## config.mk

```make
export PLATFORM = sky130hd
export DESIGN_NAME = uart_loader
export DESIGN_NICKNAME = d
export VERILOG_FILES = /design/src/rtl/uart_loader_pkg.sv /design/src/rtl/uart_loader_timer.sv /design/src/rtl/uart_loader.sv
export SDC_FILE = /design/constraint.sdc
export NUM_CORES = 1
export LEC_CHECK = 0
export CORE_ASPECT_RATIO = 1.4
export CORE_MARGIN = 2
export CORE_UTILIZATION = 45
export CTS_CLUSTER_SIZE = 24
export DETAILED_ROUTE_END_ITERATION = 6
export GPL_TIMING_DRIVEN = 0
export PLACE_DENSITY = 0.7
export SLEW_MARGIN = 15
export SYNTH_ARGS = -nofsm -noshare
export SYNTH_HDL_FRONTEND = slang
export SYNTH_HIERARCHICAL = 1
export SYNTH_SLANG_ARGS = --single-unit
```

## constraint.sdc

```tcl
create_clock -name clk -period 5.1 [get_ports clk]
set_clock_uncertainty 0.15 [all_clocks]
set_input_delay 1.275 -clock clk [delete_from_list [all_inputs] [get_ports clk]]
set_output_delay 1.275 -clock clk [all_outputs]
set_load 0.01 [all_outputs]
```

## src/rtl/uart_loader_pkg.sv

```systemverilog
// Shared command codes, reply bytes and FSM state encoding for the UART bus loader.
package uart_loader_pkg;

  localparam logic [7:0] CMD_W    = 8'h57;
  localparam logic [7:0] CMD_R    = 8'h52;
  localparam logic [7:0] CMD_H    = 8'h48;
  localparam logic [7:0] CMD_G    = 8'h47;
  localparam logic [7:0] ACK_BYTE = 8'h06;
  localparam logic [7:0] NAK_BYTE = 8'h15;

  typedef enum logic [3:0] {
    S_IDLE,
    S_CMD,
    S_ADDR,
    S_LEN,
    S_W_DATA,
    S_W_BUS,
    S_R_BUS,
    S_R_WAIT,
    S_R_SEND,
    S_ACK,
    S_NAK
  } state_t;

  // Lane 0 is bits 7:0.
  function automatic logic [7:0] lane_sel(input logic [31:0] word, input logic [1:0] lane);
    return word[8*lane +: 8];
  endfunction

endpackage

```

## src/rtl/uart_loader_timer.sv

```systemverilog
// Inter-byte watchdog: loadable down-counter, counts only while enabled.
// expire is high while enabled with the count exhausted; load takes priority.
module loader_timer #(
  parameter int W = 24
) (
  input  logic         clk,
  input  logic         reset,
  input  logic         load,
  input  logic [W-1:0] load_value,
  input  logic         en,
  output logic         expire
);

  logic [W-1:0] cnt;

  always_ff @(posedge clk) begin
    if (reset) begin
      cnt <= load_value;
    end else if (load) begin
      cnt <= load_value;
    end else if (en && (cnt != '0)) begin
      cnt <= cnt - 1'b1;
    end
  end

  assign expire = en && (cnt == '0);

endmodule

```

## src/rtl/uart_loader.sv

```systemverilog
// Host-side bus initiator: parses byte commands from the UART RX FIFO into RAM writes/reads.
// Pops at most one byte per two cycles; TX replies wait on tx_full without timing out.
module uart_loader
  import uart_loader_pkg::*;
#(
  parameter logic [23:0] TIMEOUT       = 24'd1000000,
  parameter logic        HOLD_AT_RESET = 1'b1
) (
  input  logic        clk,
  input  logic        reset,
  input  logic [7:0]  rx_data,
  input  logic        rx_empty,
  output logic        rd_uart,
  input  logic        tx_full,
  output logic        wr_uart,
  output logic [7:0]  tx_data,
  output logic        cpu_hold,
  output logic [29:0] addr,
  output logic [31:0] wdata,
  output logic [3:0]  we,
  output logic        re,
  input  logic [31:0] rdata
);

  state_t      state_q, state_d;
  logic [31:0] a_q, a_d;
  logic [15:0] n_q, n_d;
  logic [1:0]  idx_q, idx_d;
  logic [7:0]  cmd_q, cmd_d;
  logic [7:0]  wbyte_q, wbyte_d;
  logic [7:0]  rbyte_q, rbyte_d;
  logic        hold_q, hold_d;
  logic        skip_q;

  logic        fetch_state, count_en, pop, expire, push;
  logic [7:0]  tx_byte;
  logic [3:0]  we_c;
  logic        re_c;

  assign fetch_state = (state_q == S_IDLE) || (state_q == S_ADDR) ||
                       (state_q == S_LEN)  || (state_q == S_W_DATA);
  assign count_en    = (state_q == S_ADDR) || (state_q == S_LEN) || (state_q == S_W_DATA);
  // skip_q blanks the cycle after a pop while the FIFO advances its read pointer.
  assign pop         = fetch_state && !rx_empty && !skip_q && !expire;

  loader_timer #(.W(24)) u_timer (
    .clk        (clk),
    .reset      (reset),
    .load       (pop),
    .load_value (TIMEOUT),
    .en         (count_en),
    .expire     (expire)
  );

  always_ff @(posedge clk) begin
    if (reset) begin
      state_q <= S_IDLE;
      a_q     <= '0;
      n_q     <= '0;
      idx_q   <= '0;
      cmd_q   <= '0;
      wbyte_q <= '0;
      rbyte_q <= '0;
      hold_q  <= HOLD_AT_RESET;
      skip_q  <= 1'b0;
    end else begin
      state_q <= state_d;
      a_q     <= a_d;
      n_q     <= n_d;
      idx_q   <= idx_d;
      cmd_q   <= cmd_d;
      wbyte_q <= wbyte_d;
      rbyte_q <= rbyte_d;
      hold_q  <= hold_d;
      skip_q  <= pop;
    end
  end

  always_comb begin
    state_d = state_q;
    a_d     = a_q;
    n_d     = n_q;
    idx_d   = idx_q;
    cmd_d   = cmd_q;
    wbyte_d = wbyte_q;
    rbyte_d = rbyte_q;
    hold_d  = hold_q;
    push    = 1'b0;
    tx_byte = 8'h00;
    we_c    = 4'b0000;
    re_c    = 1'b0;

    case (state_q)
      S_IDLE: begin
        if (pop) begin
          cmd_d   = rx_data;
          state_d = S_CMD;
        end
      end
      S_CMD: begin
        idx_d = 2'd0;
        n_d   = 16'd0;
        case (cmd_q)
          CMD_W, CMD_R: state_d = hold_q ? S_ADDR : S_NAK;
          CMD_H: begin
            hold_d  = 1'b1;
            state_d = S_ACK;
          end
          CMD_G: begin
            hold_d  = 1'b0;
            state_d = S_ACK;
          end
          default: state_d = S_NAK;
        endcase
      end
      S_ADDR: begin
        if (expire) begin
          state_d = S_IDLE;
        end else if (pop) begin
          a_d[8*idx_q +: 8] = rx_data;
          idx_d = idx_q + 2'd1;
          if (idx_q == 2'd3) begin
            idx_d   = 2'd0;
            state_d = S_LEN;
          end
        end
      end
      S_LEN: begin
        if (expire) begin
          state_d = S_IDLE;
        end else if (pop) begin
          if (idx_q == 2'd0) begin
            n_d[7:0] = rx_data;
            idx_d    = 2'd1;
          end else begin
            n_d[15:8] = rx_data;
            if ({rx_data, n_q[7:0]} == 16'd0) state_d = S_ACK;
            else if (cmd_q == CMD_W)          state_d = S_W_DATA;
            else                              state_d = S_R_BUS;
          end
        end
      end
      S_W_DATA: begin
        if (expire) begin
          state_d = S_IDLE;
        end else if (pop) begin
          wbyte_d = rx_data;
          state_d = S_W_BUS;
        end
      end
      S_W_BUS: begin
        we_c    = 4'b0001 << a_q[1:0];
        a_d     = a_q + 32'd1;
        n_d     = n_q - 16'd1;
        state_d = (n_q == 16'd1) ? S_ACK : S_W_DATA;
      end
      S_R_BUS: begin
        re_c    = 1'b1;
        state_d = S_R_WAIT;
      end
      S_R_WAIT: begin
        rbyte_d = lane_sel(rdata, a_q[1:0]);
        state_d = S_R_SEND;
      end
      S_R_SEND: begin
        tx_byte = rbyte_q;
        if (!tx_full) begin
          push    = 1'b1;
          a_d     = a_q + 32'd1;
          n_d     = n_q - 16'd1;
          state_d = (n_q == 16'd1) ? S_ACK : S_R_BUS;
        end
      end
      S_ACK: begin
        tx_byte = ACK_BYTE;
        if (!tx_full) begin
          push    = 1'b1;
          state_d = S_IDLE;
        end
      end
      S_NAK: begin
        tx_byte = NAK_BYTE;
        if (!tx_full) begin
          push    = 1'b1;
          state_d = S_IDLE;
        end
      end
      default: state_d = S_IDLE;
    endcase
  end

  assign rd_uart  = pop && !reset;
  assign wr_uart  = push && !reset;
  assign tx_data  = tx_byte;
  assign we       = we_c;
  assign re       = re_c;
  assign addr     = a_q[31:2];
  assign wdata    = {4{wbyte_q}};
  assign cpu_hold = hold_q;

endmodule
```

==> results.py <==
metrics = {
    "setup_path": {
        "cp-end-kind": "output port",
        "critPathLaunchType": "primary input",
        "cp.required_ps": 3670,
        "crit_fanout": 10,
        "critPathKind": "in -> out",
        "arrival_ps": 3620,
    },
    "synth": {
        "ys_warn_count": 6,
        "synth_edf_count": 24,
        "synth.distinct_cells": 81,
        "synth_seq_area_share": 0.3194,
        "async_reset_ff_frac": 0,
        "postSynthCellCount": 894,
        "synth-compound-area-share": 0.2215,
        "synthSimpleGateAreaFrac": 0.2506,
        "postSynthAreaPerCell_um2": 8.133,
        "synth_area_mm2": 0.007271,
        "synth.area.mux_share": 0.05111,
        "ys.flop_type": "dfxtp_1",
        "synth_top_family_by_area": "simple AND/OR/NAND/NOR gates",
        "synth_xor_xnor_area_share": 0.02530,
        "ys_ff_latch": 104,
        "synthAdderAreaFrac": 0.02237,
    },
    "timing": {
        "slew_headroom": 0.2902,
        "setup_viol": 0,
        "worstMarginPinSlew_ps": 1062,
        "slew_violations": 0,
        "timing.fmax_mhz": 198.0,
        "finalHoldViolCount": 0,
        "finalCriticalPeriod_ps": 5050,
        "setup_tns_ps": 0,
        "period_share": 0.9901,
    },
    "clocking": {
        "clock_path_buffers": 2,
        "cts_tree": "built",
        "clkTransAtPathRegs_ps": 70,
        "clk-insertion-delay-late_ps": 350,
        "ctsHtreeMaxLevel": 3,
        "cts_buffers": 9,
        "cts_sinks": 104,
        "root_buffer": "clkbuf_16",
    },
    "global_route": {
        "grt_pass1_wl_um": 36180,
        "grt.overflow.total": 0,
        "grt_pass1_vias": 6946,
        "grt_antenna_before_repair": 0,
        "grt_max_degree": 25,
        "grtUsageTotal": 0.2585,
    },
    "placement": {
        "post_dp_cell_area_mm2": 0.008767,
        "portBuffers": 114,
        "place_congestion": 0.9465,
        "dpl.hpwl_um": 16920,
    },
    "floorplan": {
        "die_area_mm2": 0.01720,
        "start_util": 0.4554,
        "rows": 55,
        "fp.dieH_um": 154.4,
        "design.core.area_mm2": 0.01597,
        "die_x_um": 111.4,
        "pin_count": 122,
    },
    "power_and_ir_drop": {
        "p_leak_nw": 3.318,
        "powerDensity_mw_per_mm2": 373.7,
        "ir_drop_uv": 279.4,
    },
    "drt": {
        "first_iter_violations": 606,
        "ant_nets": 0,
        "vias": 7320,
        "wl_um": 23030,
        "drc": 0,
        "wl_per_cell_um": 18.49,
        "vias_per_cell": 5.880,
        "first_pass_iters": 6,
    },
    "final_layout": {
        "n_antenna_cell": 0,
        "drive_gt1_frac": 0.1224,
        "final_cell_area_mm2": 0.009100,
        "mostFrequentLayoutCells": "clkdlybuf4s50_1 (114), nand2_1 (86), dfxtp_1 (80)",
        "fillers": 1532,
        "final_nets": 1098,
        "area_delta_synth_final_pct": 25.16,
        "final_common_cell": "clkdlybuf4s50_1",
    },
    "job": {
        "maxCapViolCount": 0,
    },
    "outcome": {
        "status": "completed",
    },
    "hold_path": {
        "worst_hold_path_type": "reg -> reg",
    },
}
==> cell families (layout without fill, tap and decap cells) <==
logic type / after synthesis / after routing
other: 2 / 24
buffers and inverters: 143 / 273
multiplexers: 27 / 27
AND/OR/NAND/NOR: 348 / 348
flip-flops: 104 / 104
AO/OA/AOI/OAI: 236 / 236
XOR/XNOR: 21 / 21
adder cells (fa/ha/maj): 13 / 13
==> registers in the layout, summed over array words and instances, names as in the netlist <==
name         flops
cpu_hold         1
n_q             16
idx_q            2
cmd_q            8
rbyte_q          8
u_timer/cnt     24
skip_q           1
wbyte_q          8
state_q          4
a_q             32
==> layer usage <==
layer | part of all wire | up-vias | GRT usage
li1 | - | 3536 | -
met1 | 0.39 | 3432 | 0.2969
met2 | 0.52 | 291 | 0.4776
met3 | 0.056 | 61 | 0.03370
met4 | 0.033 | 0 | 0.1123
met5 | 0 | - | 0
==> worst max-delay path, stage by stage <==
cell	delay, ps
clkdlybuf4s50_1	460
clkbuf_1	310
clkbuf_1	400
nor4_1	530
clkdlybuf4s50_1	640
==> metrics by stage <==
step / setup WS (ps) / hold slack [ps] / util / std cells / power, mW
2_1_floorplan: 432.5 / 281.7 / - / 916 / 2.210
3_3_place_gp: -961.6 / 290.3 / 0.5476 / 1229 / 2.636
3_5_place_dp: -50.21 / 296.1 / 0.5491 / 1229 / 2.660
4_1_cts: 70.33 / 306.0 / 0.5694 / 1246 / 3.375
5_1_grt: -0.2160 / 322.1 / 0.5700 / 1245 / 3.574
6_report: 50.37 / 304.5 / 0.5700 / 1245 / 3.401
==> synth_stat cells, types with 4 or more instances <==
| cell type | number | area (µm²) |
|---|---|---|
| o31a_1 | 7 | 61.31 |
| dfxtp_1 | 80 | 1602 |
| a22o_1 | 5 | 43.79 |
| xor2_1 | 14 | 122.6 |
| xnor2_1 | 7 | 61.31 |
| nand3_1 | 38 | 190.2 |
| nand4_1 | 15 | 93.84 |
| ha_1 | 13 | 162.7 |
| a22oi_1 | 4 | 30.03 |
| a221oi_1 | 9 | 78.83 |
| clkbuf_1 | 35 | 131.4 |
| nand2b_1 | 8 | 50.05 |
| and3_1 | 7 | 43.79 |
| mux4_2 | 8 | 180.2 |
| nor3_1 | 31 | 155.2 |
| and2_1 | 13 | 81.33 |
| or3_1 | 12 | 75.07 |
| a31oi_1 | 15 | 93.84 |
| a32o_1 | 7 | 70.07 |
| buf_1 | 5 | 18.77 |
| a21oi_1 | 63 | 315.3 |
| or4_1 | 11 | 82.58 |
| a211oi_1 | 10 | 75.07 |
| nand2_1 | 86 | 322.8 |
| o21ai_0 | 44 | 220.2 |
| nor3b_1 | 5 | 37.54 |
| edfxtp_1 | 24 | 720.7 |
| buf_4 | 56 | 420.4 |
| nor2b_1 | 5 | 31.28 |
| mux2i_1 | 18 | 180.2 |
| nor4b_1 | 5 | 43.79 |
| o21ai_1 | 10 | 50.05 |
| buf_2 | 17 | 85.08 |
| o31ai_1 | 10 | 75.07 |
| nor4_1 | 22 | 137.6 |
| o21a_1 | 7 | 52.55 |
| inv_1 | 26 | 97.59 |
| nor2_1 | 66 | 247.7 |
| o32ai_1 | 10 | 87.58 |
==> timing repair <==
item                                    4_1_cts  5_1_grt
pin swaps                                     2        0
hold buffers                                  0        0
buffers inserted                              2        0
resized for setup                             3        1
endpoints found under the setup margin       25        1
==> worst paths after layout <==
check	start	to	slack [ps]	depth (start not counted)
worst min register to register	rbyte_q[6]$_SDFFE_PP0P_	rbyte_q[6]$_SDFFE_PP0P_	300	2
worst max register to register	u_timer/cnt[16]$_DFFE_PP_	u_timer/cnt[1]$_DFFE_PP_	490	12
worst min-delay path	rbyte_q[6]$_SDFFE_PP0P_	rbyte_q[6]$_SDFFE_PP0P_	300	2
worst max-delay path	reset	rd_uart	50	5
==> power by group <==
part / internal [mW] / switching (mW)
logic: 0.594 / 0.879
clock network: 0.377 / 0.319
registers: 1.03 / 0.197
==> final cells by class <==
cell class                      instances  area (µm²)  share of cell area
Multi-Input combinational cell        669        4302              0.4727
Sequential cell                       104        2322              0.2552
Timing Repair Buffer                  116        1156              0.1270
Buffer                                114       681.9             0.07493
Tap cell                              199       249.0             0.02736
Clock buffer                            9       225.2             0.02475
Inverter                               27       101.3             0.01114
Clock inverter                          7       62.56            0.006875
No activity file was read; power rests on OpenSTA's default activity.
==> variant (same settings) <==
The parameter `HOLD_AT_RESET` goes from 1'b1 to 1'b0.
--- a/src/rtl/uart_loader.sv
+++ b/src/rtl/uart_loader.sv
@@ -6,3 +6,3 @@
   parameter logic [23:0] TIMEOUT       = 24'd1000000,
-  parameter logic        HOLD_AT_RESET = 1'b1
+  parameter logic        HOLD_AT_RESET = 1'b0
 ) (
Function: changed (a bounded check fails within 4 cycles, from zero or initial values and one cycle with reset high).
==> variant against the original RTL <==
Design area down 0.50%. Wire length down 0.20%. Sequential cell count unchanged. Utilization up 0.77 points. Largest power group unchanged. Critical endpoint is now wr_uart. Worst setup slack better by 0.092 ns. Total power up 0.25%. Synthesized area down 0.53%. Die area down 0.52%.
==> variant: results (changes against the original RTL) <==
[status]
outcome=finished, final reports clean  ; unchanged

[synth]
ys_warn_count=6  ; unchanged
synth-edff-count=24  ; unchanged
synthDistinctLibCells=80  ; was 81
yosysSeqAreaShare=0.321  ; was 0.319
synth_commonest_cells=nand2_1, dfxtp_1, nor2_1, a21oi_1, buf_4  ; unchanged
yosys-top-cells-area=dfxtp_1, edfxtp_1, buf_4  ; unchanged
synth_top_area_cell=dfxtp_1  ; unchanged
synth_async_sr_flop_share=0  ; unchanged

[placement]
place_congestion=0.930  ; was 0.947
pre_cts_slack_ns=0.161  ; was -0.0502 ns
place_area_mm2=0.00872  ; was 0.00877 mm²
dp_hpwl_um=16700  ; was 16,900 µm
io_buffers=114  ; unchanged

[clock_network]
hold_buffers=0  ; unchanged
clock-root-buffer=clkbuf_16  ; unchanged
h-tree-depth=3  ; unchanged
cts_made_buffers=9  ; unchanged
clk_latency_ns=0.36
cts.clk_slew.worst_paths_ns=0.07  ; about the same
clockBufferDepth=2  ; unchanged

[cells_and_area]
layout.nets=1095  ; was 1,098
fill_cells=1503  ; was 1,532
layout-drive-gt1-share=0.119  ; was 0.122
n_antenna_cell=0  ; unchanged
reg_top3=a_q: 32 flops, u_timer/cnt: 24 flops, n_q: 16 flops  ; unchanged

[worst_setup_path]
cp_max_fo=10  ; unchanged
reg2reg_from=u_timer/cnt[16]  ; unchanged
rrSetupSlack_ns=0.58  ; was 0.49 ns
arrival_ns=3.53  ; was 3.62 ns
r2r_end=u_timer/cnt[6]  ; was u_timer/cnt[1]
rr_worst_depth=12  ; unchanged

[route]
vias=7357  ; was 7,320
detail_route.first_pass.iterations=6  ; unchanged
wire_per_inst_um=18.5  ; about the same
drtIter0Drc=668  ; was 606
drcViolationCount=0  ; unchanged

[power]
irDropWorstVdd_v=0.000244  ; was 0.000279 V
leakagePower_nw=3.27  ; was 3.32 nW

[grt]
grt_usage=0.263  ; was 0.259
antenna_found_initial=0  ; unchanged
grt_pass1_wl_um=36800  ; was 36,200 µm
grt_max_degree=25  ; unchanged
grt_pass1_vias=7072  ; was 6,946

[timing]
hold_ws_ns=0.302  ; was 0.304 ns
hold_viol_final=0  ; unchanged
slew_headroom=0.323  ; was 0.290

[hold_path]
hold_start=rbyte_q[6]  ; unchanged
holdCritPathClass=flop to flop  ; unchanged
min_path_cells=2  ; unchanged
hold_path_end=rbyte_q[6]  ; unchanged

[variant: changes by cell type after synthesis, sizes merged, moves of 2 or more]
cell and change:
clkbuf -2, o21a +3, nor3 -2, nand2 -2, a221oi -3, nand2b -3
a311oi +2, inv +2
[variant: critical path, cell delays in order]
cell and delay, ns:
clkdlybuf4s50_1 0.51, clkbuf_1 0.43, clkbuf_1 0.64, nor3_1 0.11
clkdlybuf4s50_1 0.55
[variant: what timing repair did]
action	4_1_cts	5_1_grt
buffers inserted	1	0
resized for setup	2	4
setup endpoints to repair	1	1
pin swaps	1	1
[variant: worst max-delay path by stage]
stage                    startpoint  slack (ns)  cells past startpoint        endpoint
floorplan           u_timer/cnt[16]        0.60                     12  u_timer/cnt[0]
global placement     u_timer/cnt[4]       -0.79                     12  u_timer/cnt[8]
detailed placement            reset        0.16                      5         wr_uart
CTS                 u_timer/cnt[10]        0.07                      9         rd_uart
global route        u_timer/cnt[16]        0.04                      9         rd_uart
finish                        reset        0.14                      5         wr_uart
[variant: metal layers]
layer,wire [µm],part of all wire,vias to the layer above,GRT usage
met5,0,0,-,0
met4,1070,0.046,0,0.145
met3,1350,0.059,78,0.0323
met2,11800,0.51,295,0.465
met1,8750,0.38,3458,0.310
li1,-,-,3526,-
[variant: cell families (layout without fill, tap and decap cells)]
kind of cell	count (synthesis)	in the layout	share of synthesized area
other	2	24	0.00104
muxes	27	27	0.0514
adders and majority gates	13	13	0.0225
xor gates and xnor gates	21	21	0.0254
AOI/OAI and AO/OA	241	241	0.225
buffers and inverters	143	274	0.106
DFF	104	104	0.321
and+or+nand+nor	339	339	0.247
[variant: stage by stage]
stage               std cells  TNS (ns)
floorplan                 912         0
global placement         1222    -18.99
detailed placement       1222         0
CTS                      1239         0
global route             1239         0
finish                   1239         0
[variant: area by class of cell]
class | instances | area [µm²] | share of cell area
inverters | 29 | 109 | 0.0120
well taps | 196 | 245 | 0.0271
flip-flops and latches | 104 | 2320 | 0.256
multi-input cells | 665 | 4270 | 0.472
repair buffers | 115 | 1150 | 0.127
clock buffers | 10 | 229 | 0.0253
plain buffers | 114 | 661 | 0.0730
clock inverters | 6 | 67.6 | 0.00746
[variant: power breakdown]
group          internal, mW  leakage (nW)  switching (mW)
registers              1.03         0.889           0.198
clock network         0.383         0.139           0.339
logic                 0.593          2.24           0.862
